$ cat config.mk
export PLATFORM = sky130hd
export DESIGN_NAME = pipemem_access_flat
export DESIGN_NICKNAME = d
export VERILOG_FILES = /design/src/rtl/pipemem_access_if.sv /design/src/rtl/pipemem_access.sv /design/src/flat_wrapper.sv
export SDC_FILE = /design/constraint.sdc
export NUM_CORES = 1
export LEC_CHECK = 0
export ABC_AREA = 1
export BUFFER_PORTS_ARGS = -buffer_cell sky130_fd_sc_hd__buf_2
export CAP_MARGIN = 0
export CORE_MARGIN = 10
export CORE_UTILIZATION = 47
export CTS_BUF_LIST = sky130_fd_sc_hd__clkbuf_8
export CTS_CLUSTER_SIZE = 10
export DETAILED_ROUTE_END_ITERATION = 12
export PLACE_DENSITY = 0.95
export RECOVER_POWER = 100
export SLEW_MARGIN = 20
export SYNTH_ARGS = -nofsm -noshare
export SYNTH_HDL_FRONTEND = slang
export SYNTH_SLANG_ARGS = --single-unit
$ cat constraint.sdc
create_clock -name clock -period 9.1 [get_ports clock]
set_input_delay 1.82 -clock clock [delete_from_list [all_inputs] [get_ports clock]]
set_output_delay 1.82 -clock clock [all_outputs]
set_load 0.01 [all_outputs]
$ cat src/rtl/pipemem_access_if.sv
// Data-memory request/acknowledge bus between the MEM stage and a variable-latency memory.
// The MEM stage is the master: it drives request, strobe, address and write data.
interface pipemem_access_if;
    logic        dmem_req;
    logic        dmem_we;
    logic [31:0] dmem_addr;
    logic [31:0] dmem_wdata;
    logic        dmem_ack;
    logic [31:0] dmem_rdata;

    modport master (
        output dmem_req,
        output dmem_we,
        output dmem_addr,
        output dmem_wdata,
        input  dmem_ack,
        input  dmem_rdata
    );

    modport slave (
        input  dmem_req,
        input  dmem_we,
        input  dmem_addr,
        input  dmem_wdata,
        output dmem_ack,
        output dmem_rdata
    );
endinterface

$ cat src/rtl/pipemem_access.sv
// MEM stage with req/ack data-memory handshake, timeout abort, and the MEM/WB register.
// Optional stall performance counter enabled by defining PIPEMEM_STALL_CNT_EN.
module pipemem_access #(
    parameter int unsigned TIMEOUT = 255,
    parameter int unsigned CNT_W   = 8
) (
    input  logic                clock,
    input  logic                reset,
    input  logic                mwreg,
    input  logic                mm2reg,
    input  logic                mwmem,
    input  logic [31:0]         malu,
    input  logic [31:0]         mb,
    input  logic [4:0]          mrn,
    pipemem_access_if.master    dmem,
    output logic                mem_stall,
    output logic                wwreg,
    output logic                wm2reg,
    output logic [31:0]         wmo,
    output logic [31:0]         walu,
    output logic [4:0]          wrn,
    output logic                bus_err,
    output logic [31:0]         stall_cycles
);

    typedef enum logic {
        IDLE = 1'b0,
        BUSY = 1'b1
    } state_t;

    localparam logic [CNT_W-1:0] TIMEOUT_C = CNT_W'(TIMEOUT);
    localparam logic [CNT_W-1:0] CNT_ONE   = CNT_W'(1);

    state_t           state_q, state_d;
    logic [CNT_W-1:0] cnt_q, cnt_d;
    logic             bus_err_q, bus_err_d;

    logic             wwreg_q, wwreg_d;
    logic             wm2reg_q, wm2reg_d;
    logic [31:0]      wmo_q, wmo_d;
    logic [31:0]      walu_q, walu_d;
    logic [4:0]       wrn_q, wrn_d;

    logic             access;
    logic             is_load;
    logic             req;
    logic             done;
    logic             timeout_hit;
    logic             stall;

    // A store wins when both load and store flags are set.
    assign access      = mm2reg | mwmem;
    assign is_load     = mm2reg & ~mwmem;
    assign req         = ~reset & ((state_q == BUSY) | access);
    assign done        = req & dmem.dmem_ack;
    assign timeout_hit = (state_q == BUSY) & (cnt_q == TIMEOUT_C);
    assign stall       = req & ~dmem.dmem_ack & ~timeout_hit;

    assign dmem.dmem_req   = req;
    assign dmem.dmem_we    = req & mwmem;
    assign dmem.dmem_addr  = malu;
    assign dmem.dmem_wdata = mb;

    assign mem_stall = stall;
    assign wwreg     = wwreg_q;
    assign wm2reg    = wm2reg_q;
    assign wmo       = wmo_q;
    assign walu      = walu_q;
    assign wrn       = wrn_q;
    assign bus_err   = bus_err_q;

    always_comb begin
        state_d   = state_q;
        cnt_d     = cnt_q;
        bus_err_d = bus_err_q;
        case (state_q)
            IDLE: begin
                if (access && !dmem.dmem_ack) begin
                    state_d = BUSY;
                    cnt_d   = CNT_ONE;
                end
            end
            BUSY: begin
                if (dmem.dmem_ack) begin
                    state_d = IDLE;
                    cnt_d   = '0;
                end else if (timeout_hit) begin
                    state_d   = IDLE;
                    cnt_d     = '0;
                    bus_err_d = 1'b1;
                end else begin
                    cnt_d = cnt_q + CNT_ONE;
                end
            end
            default: begin
                state_d = IDLE;
                cnt_d   = '0;
            end
        endcase
    end

    always_ff @(posedge clock or posedge reset) begin
        if (reset) begin
            state_q   <= IDLE;
            cnt_q     <= '0;
            bus_err_q <= 1'b0;
        end else begin
            state_q   <= state_d;
            cnt_q     <= cnt_d;
            bus_err_q <= bus_err_d;
        end
    end

    // MEM/WB: bubble while stalled or aborted; the data fields hold so WB sees stable values.
    always_comb begin
        wwreg_d  = wwreg_q;
        wm2reg_d = wm2reg_q;
        wmo_d    = wmo_q;
        walu_d   = walu_q;
        wrn_d    = wrn_q;
        if (stall || (timeout_hit && !dmem.dmem_ack)) begin
            wwreg_d  = 1'b0;
            wm2reg_d = 1'b0;
        end else if (done) begin
            wwreg_d  = mwreg;
            wm2reg_d = is_load;
            wmo_d    = is_load ? dmem.dmem_rdata : 32'd0;
            walu_d   = malu;
            wrn_d    = mrn;
        end else begin
            wwreg_d  = mwreg;
            wm2reg_d = 1'b0;
            wmo_d    = 32'd0;
            walu_d   = malu;
            wrn_d    = mrn;
        end
    end

    always_ff @(posedge clock or posedge reset) begin
        if (reset) begin
            wwreg_q  <= 1'b0;
            wm2reg_q <= 1'b0;
            wmo_q    <= 32'd0;
            walu_q   <= 32'd0;
            wrn_q    <= 5'd0;
        end else begin
            wwreg_q  <= wwreg_d;
            wm2reg_q <= wm2reg_d;
            wmo_q    <= wmo_d;
            walu_q   <= walu_d;
            wrn_q    <= wrn_d;
        end
    end

`ifdef PIPEMEM_STALL_CNT_EN
    logic [31:0] stall_cycles_q, stall_cycles_d;

    always_comb begin
        stall_cycles_d = stall_cycles_q;
        if (stall && (stall_cycles_q != 32'hFFFF_FFFF)) begin
            stall_cycles_d = stall_cycles_q + 32'd1;
        end
    end

    always_ff @(posedge clock or posedge reset) begin
        if (reset) begin
            stall_cycles_q <= 32'd0;
        end else begin
            stall_cycles_q <= stall_cycles_d;
        end
    end

    assign stall_cycles = stall_cycles_q;
`else
    assign stall_cycles = 32'd0;
`endif

endmodule

$ cat src/flat_wrapper.sv
// flat-port wrapper written by rule: the top's interface ports become plain ports
module pipemem_access_flat 
#(
    parameter int unsigned TIMEOUT = 255,
    parameter int unsigned CNT_W   = 8
)
  (clock, reset, mwreg, mm2reg, mwmem, malu, mb, mrn, mem_stall, wwreg, wm2reg, wmo, walu, wrn, bus_err, stall_cycles, dmem_dmem_req, dmem_dmem_we, dmem_dmem_addr, dmem_dmem_wdata, dmem_dmem_ack, dmem_dmem_rdata);
  pipemem_access_if dmem_i ();
  input  logic clock;
  input  logic reset;
  input  logic mwreg;
  input  logic mm2reg;
  input  logic mwmem;
  input  logic [31:0] malu;
  input  logic [31:0] mb;
  input  logic [4:0] mrn;
  output logic mem_stall;
  output logic wwreg;
  output logic wm2reg;
  output logic [31:0] wmo;
  output logic [31:0] walu;
  output logic [4:0] wrn;
  output logic bus_err;
  output logic [31:0] stall_cycles;
  output wire logic [$bits(dmem_i.dmem_req)-1:0] dmem_dmem_req;
  output wire logic [$bits(dmem_i.dmem_we)-1:0] dmem_dmem_we;
  output wire logic [$bits(dmem_i.dmem_addr)-1:0] dmem_dmem_addr;
  output wire logic [$bits(dmem_i.dmem_wdata)-1:0] dmem_dmem_wdata;
  input wire logic [$bits(dmem_i.dmem_ack)-1:0] dmem_dmem_ack;
  input wire logic [$bits(dmem_i.dmem_rdata)-1:0] dmem_dmem_rdata;
  assign dmem_dmem_req = dmem_i.dmem_req;
  assign dmem_dmem_we = dmem_i.dmem_we;
  assign dmem_dmem_addr = dmem_i.dmem_addr;
  assign dmem_dmem_wdata = dmem_i.dmem_wdata;
  assign dmem_i.dmem_ack = dmem_dmem_ack;
  assign dmem_i.dmem_rdata = dmem_dmem_rdata;
  pipemem_access #(.TIMEOUT(TIMEOUT), .CNT_W(CNT_W)) u_core (.clock(clock), .reset(reset), .mwreg(mwreg), .mm2reg(mm2reg), .mwmem(mwmem), .malu(malu), .mb(mb), .mrn(mrn), .dmem(dmem_i), .mem_stall(mem_stall), .wwreg(wwreg), .wm2reg(wm2reg), .wmo(wmo), .walu(walu), .wrn(wrn), .bus_err(bus_err), .stall_cycles(stall_cycles));
endmodule
==> impl_metrics.csv <==
group,metric,value,unit
power,p_leak,2.48,nW
drt,drtIter0Drc,176,
floorplan,die_h,115,um
sta,rsz0062_at_grt,"false",
hold_path,hold_end,"u_core.walu[5]$_DFFE_PP0N_",
sta,worst_slack,3.07,ns
power,vdd_drop_max,0.0910,mV
sta,min_period_over_period,0.663,
drt,post-route-drc-count,0,
logic_synthesis,ys_seq_area_frac,0.480,
sta,fin_worst_skew,0.00720,ns
setup_path,rrSetupSlack,4.00,ns
sta,setup_viol,0,
setup_path,rr_worst_depth,8,
drt,vias,3217,
floorplan,die_area,0.0132,mm^2
sta,final.min_clock_period,6.03,ns
setup_path,r2r_start,"u_core.cnt_q[0]$_DFFE_PP0P_",
run_status,status,"finished, violations left",
clocking,clock_sinks,81,
clocking,clk-insertion-delay-late,0.34,ns
clocking,clock-root-buffer,"clkbuf_8",
sta,slew_headroom,-1.81,
hold_path,worstHoldPathType,"flip-flop to flip-flop",
setup_path,critical_path_arrival,4.21,ns
sta,fin_setup_tns,0,ns
power,internal_power,0.571,mW
power,power.net_switching,0.213,mW
finish,drive_above_1_share,0.189,
logic_synthesis,synth-seq-cells,81,
global_routing,grt_overflow,0,
clocking,cts_tree,"done",
logic_synthesis,ys_types,24,
setup_path,end_kind,"primary output",
drt,viasPerCell,4.59,
drt,finalWirelength,10900,um
clocking,post-cts-setup-buffers,0,
sta,hold_viol_final,0,
drt,dr.pass1.iters,4,
power,p_sw_frac,0.272,
setup_path,reg2reg_to,"u_core.wrn[2]$_DFFE_PP0N_",
hold_path,hold_start,"u_core.walu[5]$_DFFE_PP0N_",
logic_synthesis,synthMuxAreaShare,0,
placed_design,place.gp.congestion,0.807,
drt,wl_per_cell,15.5,um
run_status,violations,"capacitance limit, slew limit",
hold_path,hold_depth,2,
logic_synthesis,synth-adder-area-share,0.00296,
logic_synthesis,synth-compound-area-share,0.0110,
logic_synthesis,synth_top_family_by_area,"simple AND/OR/NAND/NOR gates",
global_routing,grt.total_usage,0.155,
power,power_frac_clock,0.354,
clocking,holdBufCountCts,0,
power,seqPwrFrac,0.503,
run,cap_viol_max_count,4,
logic_synthesis,synthXorXnorAreaFrac,0.00830,
logic_synthesis,synthSimpleGateAreaFrac,0.274,
sta,fmax,166,MHz
logic_synthesis,avgSynthCellArea,8.88,um^2
power,p_per_area,172,mW/mm^2
sta,hold-worst-slack,0.472,ns
sta,worstMarginPinSlew,4.21,ns
global_routing,antenna_found_initial,1,
drt,final_antenna_net_count,0,
power,combPwrFrac,0.143,
floorplan,initial_utilization,0.484,
power,finalPower,0.784,mW
floorplan,core,0.00872,mm^2
global_routing,grt_max_degree,82,
placed_design,dp.final_hpwl,8320,um
logic_synthesis,ys_warn_count,0,
finish,fin_util,0.523,
clocking,clk_pin_slew_worst_paths,0.07,ns
setup_path,crit_path_max_fanout,39,
setup_path,cp-start-kind,"input port",
global_routing,grt_pass1_wl,16600,um
setup_path,required,7.28,ns
clocking,numCtsBuffers,9,
finish,nets,695,
finish,areaGrowthSynthToFinish,8.09,%
clocking,cts_resized,0,
clocking,htreeDepth,3,
floorplan,rows,34,
floorplan,num_io_pins,278,
logic_synthesis,synth_area,0.00422,mm^2
floorplan,die_x,115,um
clocking,clk_path_buf_depth,2,
global_routing,grt_pass1_vias,3287,
logic_synthesis,synthCells,475,
sta,slew_violations,233,
setup_path,criticalPathCategory,"input port to primary output",
placed_design,port_buffers,181,
placed_design,post-place-ws,4.10,ns
area by class of cell:
cell class,count,area [um^2]
fillers,847,4160
diodes,1,2.50
clock buffers,9,124
well taps,108,135
clock inverters,7,87.6
inverters,14,53.8
multi-input cells,297,1350
repair buffers,184,782
flip-flops and latches,81,2030
synthesized netlist by cell type:
cell,count,area (um^2)
buf_4,97,728
nand2_1,195,732
xor2_1,2,17.5
nor2_4,2,22.5
xnor2_1,2,17.5
dfrtp_1,81,2030
nand4_4,1,21.3
nand2_2,2,12.5
nor2_1,6,22.5
nand3_1,25,125
inv_1,13,48.8
buf_2,4,20.0
a21oi_1,2,10.0
nand2_4,1,11.3
nand3_2,17,170
clkbuf_1,1,3.75
conb_1,1,3.75
a31oi_1,1,6.26
nand3_4,1,17.5
inv_2,1,3.75
ha_1,1,12.5
o21ai_0,6,30.0
buf_6,12,135
nor4_4,1,21.3
registers in the layout (all words and copies together), names as in the netlist:
| register | flops |
|---|---|
| u_core.wrn | 5 |
| u_core.bus_err | 1 |
| u_core.wmo | 32 |
| u_core.wwreg | 1 |
| u_core.walu | 32 |
| u_core.cnt_q | 8 |
| u_core.state_q | 1 |
| u_core.wm2reg | 1 |
cell families (layout without fill, tap and decap cells):
family / count (synthesis) / count (layout)
xor+xnor: 4 / 4
fa+ha+maj: 1 / 1
simple gates: 251 / 251
buf+inv: 128 / 214
compound gates: 9 / 9
flops: 81 / 81
other cells: 1 / 33
stage by stage:
step / instance area, um^2 / std cells
2_1_floorplan: 4340 / 506
3_3_place_gp: 4510 / 684
3_5_place_dp: 4510 / 684
4_1_cts: 4730 / 700
5_1_grt: 4560 / 701
6_report: 4560 / 701
metal layers:
metal  GRT usage  up-vias  share of wire  wire length, um
met5           0        -              0                0
met4      0.0685        0          0.026              283
met3      0.0719       28           0.11             1170
met2       0.257      149           0.49             5380
met1       0.167     1479           0.37             4040
li1            -     1561              -                -
how the worst max path moves through the flow:
stage	start	end	slack, ns	depth (start not counted)
floorplan	reset	mem_stall	2.92	5
global placement	dmem_dmem_ack	mem_stall	4.20	5
detailed placement	dmem_dmem_ack	mem_stall	4.10	5
CTS	dmem_dmem_ack	mem_stall	4.11	5
global route	reset	u_core.walu[1]$_DFFE_PP0N_	2.50	3
finish	dmem_dmem_ack	mem_stall	3.07	5
power by group through the flow:
stage	Sequential [mW]	Combinational, mW	Clock (mW)
finish	0.394	0.112	0.278
global route	0.397	0.128	0.305
CTS	0.393	0.121	0.290
detailed placement	0.400	0.121	0
global placement	0.399	0.118	0
floorplan	0.409	0.0925	0
cells in the final DEF (no fill, tap or decap), drive strengths merged, types with 2 or more instances in the layout:
| master | n |
|---|---|
| nand2 | 198 |
| clkbuf | 120 |
| dfrtp | 81 |
| buf | 73 |
| nand3 | 43 |
| conb | 32 |
| inv | 15 |
| nor2 | 8 |
| o21ai | 6 |
| clkinvlp | 3 |
| a21oi | 2 |
| xnor2 | 2 |
| xor2 | 2 |
| bufinv | 2 |
critical path, stage by stage:
cell      delay, ns
clkbuf_1       0.10
inv_1          0.17
nand3_1        1.27
a31oi_1        0.63
buf_2          0.21
No activity file was read; power rests on OpenSTA's default activity.
